`src/rtl/renkon_pool_writer_if.sv`:
```
// ctrl_bus: start/valid/stop pulse stream between the pool datapath and its consumers.
interface ctrl_bus;
    logic start;
    logic valid;
    logic stop;

    modport master (output start, output valid, output stop);
    modport slave  (input  start, input  valid, input  stop);
endinterface

```
`src/rtl/renkon_pool_writer.sv`:
```
// renkon_pool_writer: turns the pool stage's start/valid/stop stream into linear
// writes to the output feature RAM, checks the write count against out_size^2
// and pulses ack to the layer sequencer when the frame is done.
// Optional feature: define RENKON_POOL_WRITER_RELU_EN to clamp negative data to 0.
//
//   state    | meaning
//   ---------+-----------------------------------------------------------
//   S_WAIT   | idle, waiting for a start; ack pulses here after a frame
//   S_ACTIVE | frame open, each valid becomes one write (until count full)
//   S_FLUSH  | one cycle after stop; last write may still be on the port
module renkon_pool_writer #(
    parameter int LWIDTH = 10,
    parameter int DWIDTH = 16,
    parameter int AWIDTH = 12
) (
    input  logic              clk,
    input  logic              xrst,
    ctrl_bus.slave            in_ctrl,
    input  logic [DWIDTH-1:0] in_data,
    input  logic [LWIDTH-1:0] out_size,
    input  logic [AWIDTH-1:0] base_addr,
    output logic              mem_we,
    output logic [AWIDTH-1:0] mem_addr,
    output logic [DWIDTH-1:0] mem_wdata,
    output logic              busy,
    output logic              ack,
    output logic              err
);

    localparam int CW = 2 * LWIDTH;

    typedef enum logic [1:0] {S_WAIT, S_ACTIVE, S_FLUSH} state_t;

    state_t            r_state;
    logic [CW-1:0]     r_expect;
    logic [CW-1:0]     r_cnt;
    logic [AWIDTH-1:0] r_base;
    logic              r_mem_we;
    logic [AWIDTH-1:0] r_mem_addr;
    logic [DWIDTH-1:0] r_mem_wdata;
    logic              r_busy;
    logic              r_ack;
    logic              r_err;

    logic [CW-1:0]     w_expect;
    logic              w_room;
    logic              w_wr;
    logic [CW-1:0]     w_cnt_next;
    logic [AWIDTH-1:0] w_addr;
    logic [DWIDTH-1:0] w_wdata;

    // Frame size is squared once at start so the per-beat compare is a plain magnitude check.
    assign w_expect   = CW'(out_size) * CW'(out_size);
    assign w_room     = (r_cnt < r_expect);
    assign w_wr       = in_ctrl.valid && w_room;
    // Count including a valid in this cycle, so a same-cycle valid+stop is judged correctly.
    assign w_cnt_next = r_cnt + CW'(w_wr);
    // Address wraps modulo 2^AWIDTH; overflow into the upper count bits is dropped on purpose.
    assign w_addr     = r_base + r_cnt[AWIDTH-1:0];

`ifdef RENKON_POOL_WRITER_RELU_EN
    assign w_wdata = in_data[DWIDTH-1] ? '0 : in_data;
`else
    assign w_wdata = in_data;
`endif

    // Frame sequencer with registered memory port and status outputs.
    always_ff @(posedge clk or negedge xrst) begin
        if (!xrst) begin
            r_state     <= S_WAIT;
            r_expect    <= '0;
            r_cnt       <= '0;
            r_base      <= '0;
            r_mem_we    <= 1'b0;
            r_mem_addr  <= '0;
            r_mem_wdata <= '0;
            r_busy      <= 1'b0;
            r_ack       <= 1'b0;
            r_err       <= 1'b0;
        end else begin
            r_mem_we <= 1'b0;
            r_ack    <= 1'b0;
            case (r_state)
                S_WAIT: begin
                    if (in_ctrl.start) begin
                        r_state  <= S_ACTIVE;
                        r_busy   <= 1'b1;
                        r_expect <= w_expect;
                        r_base   <= base_addr;
                        r_cnt    <= '0;
                        r_err    <= 1'b0;
                    end
                end
                S_ACTIVE: begin
                    if (in_ctrl.valid) begin
                        if (w_room) begin
                            r_mem_we    <= 1'b1;
                            r_mem_addr  <= w_addr;
                            r_mem_wdata <= w_wdata;
                            r_cnt       <= w_cnt_next;
                        end else begin
                            r_err <= 1'b1;
                        end
                    end
                    if (in_ctrl.stop) begin
                        r_state <= S_FLUSH;
                        if (w_cnt_next != r_expect) begin
                            r_err <= 1'b1;
                        end
                    end
                end
                S_FLUSH: begin
                    r_state <= S_WAIT;
                    r_busy  <= 1'b0;
                    r_ack   <= 1'b1;
                end
                default: begin
                    r_state <= S_WAIT;
                    r_busy  <= 1'b0;
                end
            endcase
        end
    end

    assign mem_we    = r_mem_we;
    assign mem_addr  = r_mem_addr;
    assign mem_wdata = r_mem_wdata;
    assign busy      = r_busy;
    assign ack       = r_ack;
    assign err       = r_err;

endmodule

```
`src/flat_wrapper.sv`:
```
// flat-port wrapper written by rule: the top's interface ports become plain ports
module renkon_pool_writer_flat 
#(
    parameter int LWIDTH = 10,
    parameter int DWIDTH = 16,
    parameter int AWIDTH = 12
)
  (clk, xrst, in_data, out_size, base_addr, mem_we, mem_addr, mem_wdata, busy, ack, err, in_ctrl_start, in_ctrl_valid, in_ctrl_stop);
  ctrl_bus in_ctrl_i ();
  input  logic clk;
  input  logic xrst;
  input  logic [DWIDTH-1:0] in_data;
  input  logic [LWIDTH-1:0] out_size;
  input  logic [AWIDTH-1:0] base_addr;
  output logic mem_we;
  output logic [AWIDTH-1:0] mem_addr;
  output logic [DWIDTH-1:0] mem_wdata;
  output logic busy;
  output logic ack;
  output logic err;
  input wire logic [$bits(in_ctrl_i.start)-1:0] in_ctrl_start;
  input wire logic [$bits(in_ctrl_i.valid)-1:0] in_ctrl_valid;
  input wire logic [$bits(in_ctrl_i.stop)-1:0] in_ctrl_stop;
  assign in_ctrl_i.start = in_ctrl_start;
  assign in_ctrl_i.valid = in_ctrl_valid;
  assign in_ctrl_i.stop = in_ctrl_stop;
  renkon_pool_writer #(.LWIDTH(LWIDTH), .DWIDTH(DWIDTH), .AWIDTH(AWIDTH)) u_core (.clk(clk), .xrst(xrst), .in_ctrl(in_ctrl_i), .in_data(in_data), .out_size(out_size), .base_addr(base_addr), .mem_we(mem_we), .mem_addr(mem_addr), .mem_wdata(mem_wdata), .busy(busy), .ack(ack), .err(err));
endmodule
```
`config.mk`:
```
export PLATFORM = sky130hd
export DESIGN_NAME = renkon_pool_writer_flat
export DESIGN_NICKNAME = d
export VERILOG_FILES = /design/src/rtl/renkon_pool_writer_if.sv /design/src/rtl/renkon_pool_writer.sv /design/src/flat_wrapper.sv
export SDC_FILE = /design/constraint.sdc
export NUM_CORES = 1
export LEC_CHECK = 0
export ABC_AREA = 1
export ABC_CLOCK_PERIOD_IN_PS = 4200
export BUFFER_PORTS_ARGS = -buffer_cell sky130_fd_sc_hd__buf_2
export CAP_MARGIN = 20
export CORE_AREA = 2 2 114 116
export CTS_CLUSTER_DIAMETER = 40
export DETAILED_ROUTE_END_ITERATION = 10
export DIE_AREA = 0 0 116 118
export GPL_ROUTABILITY_DRIVEN = 0
export GPL_TIMING_DRIVEN = 0
export PLACE_DENSITY = 0.89
export SYNTH_ARGS = -nofsm -noshare
export SYNTH_HDL_FRONTEND = slang
export SYNTH_SLANG_ARGS = --single-unit
export TNS_END_PERCENT = 10
```
`constraint.sdc`:
```
create_clock -name clk -period 4.2 [get_ports clk]
set_input_delay 0.63 -clock clk [delete_from_list [all_inputs] [get_ports clk]]
set_output_delay 0.63 -clock clk [all_outputs]
set_load 0.02 [all_outputs]
```
# After elaboration in Yosys (flattened, before gate mapping)
# Index checks and enable logic that the tools add are counted.
# totals
ff_bits	86
output_inout_bits	32
word_cells	50
# op_classes
addsub	2
mul	1
magnitude_cmp	1
n_eq_ne	7
n_mux	19
bitwise	1
reduce_logical	9
# op_table
operator	count
$mux 20	3
$pmux 20 s2	1
$add 20x1->20	1
$lt 20x20->1	1
$mul 10x10->20	1
$ne 20x20->1	1
$add 12x12->12	1
$mux 1	10
$reduce_and 2->1	4
$ne 2x2->1 const B	3
$mux 2	2
$pmux 1 s2	2
$pmux 2 s2	1
$reduce_and 4->1	1
$reduce_and 3->1	1
$eq 2x1->1 const B	1
$eq 2x2->1 const B	1
$logic_not 2->1	1
$ne 2x1->1 const B	1
$reduce_bool 2->1	1
$logic_and 1x1->1	1
$not 1->1	1

# Logic depth before layout (Yosys ltp)
# logic_depth
ltp_word	7
mapped_depth	25
depth_no_buf	25

# Worst setup path after synthesis
# No wires, ideal clock.
# synth_timing
path_kind	input port to flip-flop
startpoint	in out_size[9]
endpoint	reg u_core.r_expect[14]
setup_time_ps	82
t_arrival_ps	4893
required_time_ps	4118
slack_ps	-775
stages	18
path_buffers	1
cell_sequence	clkbuf_1 nand2_1 fa_1 fa_1 inv_1 fa_1 fa_1 inv_1 fa_1 inv_1 ha_1 nand2_1 nor2_1 inv_1 nand2_1 a21boi_0 or2_2 a31oi_1
# synth_between
elab_chain_cells	1
# synth_lines
item	line_no	source
from (decl)	flat_wrapper.sv:13	input logic [LWIDTH-1:0] out_size;
$mul 10x10->20	renkon_pool_writer.sv:53	assign w_expect = CW'(out_size) * CW'(out_size);
to (signal assigned)	renkon_pool_writer.sv:88	r_expect <= w_expect;
to (decl)	renkon_pool_writer.sv:35	logic [CW-1:0] r_expect;
# Every way passes these cells.
# A chain may end at the register's enable or synchronous reset.

# Worst setup path in the final report
# layout_timing
startpoint	in out_size[7]
endpoint	reg u_core.r_expect[19]
# Same word-level chain as after synthesis.

==> impl_metrics.csv <==
group,metric,value,unit
timing,rsz0062_at_grt,"yes",
final_layout,n_fill_cell,865,
detailed_routing,drtAntennaViolNets,0,
power,p_seq_share,22.3,%
detailed_routing,dr_wl_met3,1300,um
floorplan,initial_utilization,63.7,%
timing,max_freq,220,MHz
synthesis,ys_seq_area_share,26.9,%
synthesis,ys_ff_latch,85,
cts,clock_latency,350,ps
synthesis,synth_warnings,0,
outcome,violations,"setup timing",
floorplan,core_area,12400,um^2
synthesis,syn-instance-count,1047,
setup_path,reg2reg_slack,600,ps
synthesis,async_flop_share,100,%
detailed_routing,routed_via_density,5.47,
power,p_sw_share,46.2,%
setup_path,end_kind,"flop",
detailed_routing,drt_wl_total,19200,um
detailed_routing,num_vias,7155,
timing,period_needed,4540,ps
setup_path,r2r_end,"u_core.err",
global_route,grt_max_degree,48,
setup_path,crit_required,4440,ps
placement,hpwl,14600,um
cts,cts_buffers,9,
timing,setup_violations,11,
final_layout,fin_nets,1301,
synthesis,syn-num-nets,1218,
power,power_density,630,nW/um^2
timing,slew_viol_final,0,
power,power_frac_clock,14.9,%
detailed_routing,top_layer,"met4",
final_layout,final_cell_mix,"nand2_1 (296), inv_1 (156), dfrtp_1 (85)",
detailed_routing,post_drt_wl_per_cell,14.7,um
setup_path,crit_arrival,4780,ps
synthesis,avgSynthCellArea,7.55,um^2
floorplan,rows,41,
outcome,status,"finished with violations",
setup_path,path_max_fanout,7,
setup_path,start_kind,"input port",
detailed_routing,wl_met1,7550,um
synthesis,synth-edff-count,0,
final_layout,final_common_cell,"nand2_1",
final_layout,layout-drive-gt1-share,17.4,%
power,intPower,3.15,mW
timing,fin_hold_ws,237,ps
synthesis,synth_ff_type,"dfrtp_1",
floorplan,die_y,118,um
global_route,grt_overflow,0,
timing,hold_viol_final,0,
placement,portBuffers,69,
floorplan,dieArea,13700,um^2
cts,cts-root-buf,"clkbuf_16",
timing,fin_skew,5.42,ps
detailed_routing,drt_pre_antenna_iters,5,
flow_run,maxCapViolations,0,
placement,post-place-ws,-794,ps
cts,cts_sinks,85,
power,vdd_drop_max,0.373,mV
cts,cts-hold-fix-buffers,0,
power,cellLeakagePower,5.02,nW
final_layout,synthToLayoutAreaGrowth,17.6,%
synthesis,netlist_area,7900,um^2
floorplan,die_x,116,um
setup_path,rr_worst_depth,23,
setup_path,r2r_start,"u_core.r_cnt[5]",
cts,tritoncts,"done",
cts,htreeDepth,3,
placement,dpl_cell_area,8800,um^2
power,p_switching,2.71,mW
floorplan,pin_count,75,
global_route,antenna_found_initial,0,
synthesis,synth_cell_types,42,
setup_path,path_class,"in -> reg",
detailed_routing,wl_met2,9490,um
timing,finalCritPeriodShare,108,%
global_route,grt_pass1_wl,31400,um
final_layout,finalInstanceArea,9290,um^2
timing,worst_pin_slew,649,ps
timing,layout_setup_ws,-340,ps
timing,relSlewSlack,56.7,%
final_layout,antenna_cells,0,
detailed_routing,drt_iter0_drc,574,
cts,clockBufferDepth,2,
worst_hold_path,hold_class,"in -> async",
power,pwr-share-comb,62.8,%
global_route,grt_usage,28.9,%
global_route,grt_pass1_vias,7082,
detailed_routing,drc,0,
cts,cts.reportedPaths.clkPinSlew,60,ps
[cells by family after synthesis]
group / Yosys count / share of synthesized area, %
and+or+nand+nor: 480 / 25.9
buffers and inverters: 198 / 9.66
adders and majority gates: 128 / 24.9
AOI/OAI and AO/OA: 124 / 8.64
DFF: 85 / 26.9
xor gates and xnor gates: 31 / 3.78
muxes: 1 / 0.142
[stage by stage]
| stage | power [mW] | util [%] | TNS (ps) | cells |
|---|---|---|---|---|
| 2_1_floorplan | 3.81 | - | -2690 | 1047 |
| 3_3_place_gp | 4.45 | 70.7 | -6840 | 1288 |
| 3_5_place_dp | 4.58 | 70.9 | -8200 | 1289 |
| 4_1_cts | 5.63 | 74.5 | -2290 | 1307 |
| 5_1_grt | 6.33 | 74.9 | -4320 | 1307 |
| 6_report | 5.86 | 74.9 | -2800 | 1307 |
[registers in the layout, indices dropped and copies added, names as in the netlist]
signal	flops
u_core.ack	1
u_core.busy	1
u_core.err	1
u_core.mem_addr	12
u_core.mem_wdata	16
u_core.mem_we	1
u_core.r_base	12
u_core.r_cnt	20
u_core.r_expect	19
u_core.r_state	2
[repair_timing]
action / in CTS / in global routing
endpoints found under the setup margin: 12 / 13
gates resized for setup: 19 / 16
setup buffers: 2 / 1
pin swaps: 12 / 9
[worst max-delay path: stages]
cell and delay (ps):
buf_4 130, buf_8 130, nand2_1 70, inv_2 60, fa_1 520, fa_1 520
inv_1 50, fa_1 470, inv_1 50, fa_1 520, inv_2 40, fa_1 490
inv_2 50, ha_4 290, nand2_2 60, o21ai_4 180, nand3_2 120, nand2_4 110
nand2_2 60, nand2_1 60, nand2_1 50, nand3_2 70, nand2_1 50
[layer usage]
| metal | up-vias | track usage [%] |
|---|---|---|
| li1 | 3460 | - |
| met1 | 3290 | 33.3 |
| met2 | 321 | 51.0 |
| met3 | 84 | 4.69 |
| met4 | 0 | 14.9 |
| met5 | - | 0 |
[worst max path at each step]
stage,from,endpoint,slack (ps),cells past startpoint
detailed placement,out_size[4],u_core.r_expect[19],-790,25
finish,out_size[7],u_core.r_expect[19],-340,23
CTS,out_size[3],u_core.r_expect[19],-300,23
global placement,out_size[4],u_core.r_expect[19],-690,25
global route,out_size[7],u_core.r_expect[18],-480,23
floorplan,out_size[5],u_core.r_expect[15],-310,22
[area by class of cell]
class | instances | area, um^2 | area share (%)
inverters | 171 | 642 | 6.91
repair buffers | 73 | 395 | 4.25
flip-flops and latches | 85 | 2130 | 22.9
well taps | 172 | 215 | 2.32
plain buffers | 26 | 226 | 2.44
clock buffers | 11 | 243 | 2.61
clock inverters | 5 | 82.6 | 0.889
multi-input cells | 764 | 5360 | 57.7
[cells in the mapped netlist, types with 2 or more instances]
cell type    n  area share, %
nor2_4       6           0.85
a31oi_1      6           0.48
ha_1        79             13
nand4_1      7           0.55
xor2_1      18            2.0
nor2_2       2           0.16
inv_1      168            8.0
a21oi_1     43            2.7
xnor2_1     11            1.2
xnor3_1      2           0.57
dfrtp_1     85             27
clkbuf_1    18           0.85
nor2_1      56            2.7
o31ai_1      2           0.19
o21ai_2      4           0.44
nor3_1      11           0.70
o21ai_0     50            3.2
inv_2        3           0.14
nand2_2      6           0.48
nand3_1     67            4.2
nand2_1    313             15
nand3b_1     2           0.19
fa_1        49             12
o21bai_1     6           0.57
or2_2        6           0.48
o21ai_1      6           0.38
buf_2        6           0.38
[power by group through the flow]
| stage | Combinational [mW] | Sequential (mW) | Clock (mW) |
|---|---|---|---|
| CTS | 3.47 | 1.30 | 0.868 |
| floorplan | 2.36 | 1.45 | 0 |
| global placement | 3.16 | 1.29 | 0 |
| finish | 3.68 | 1.31 | 0.874 |
| global route | 4.09 | 1.33 | 0.911 |
| detailed placement | 3.27 | 1.31 | 0 |
(Power assumes the default switching activity.)
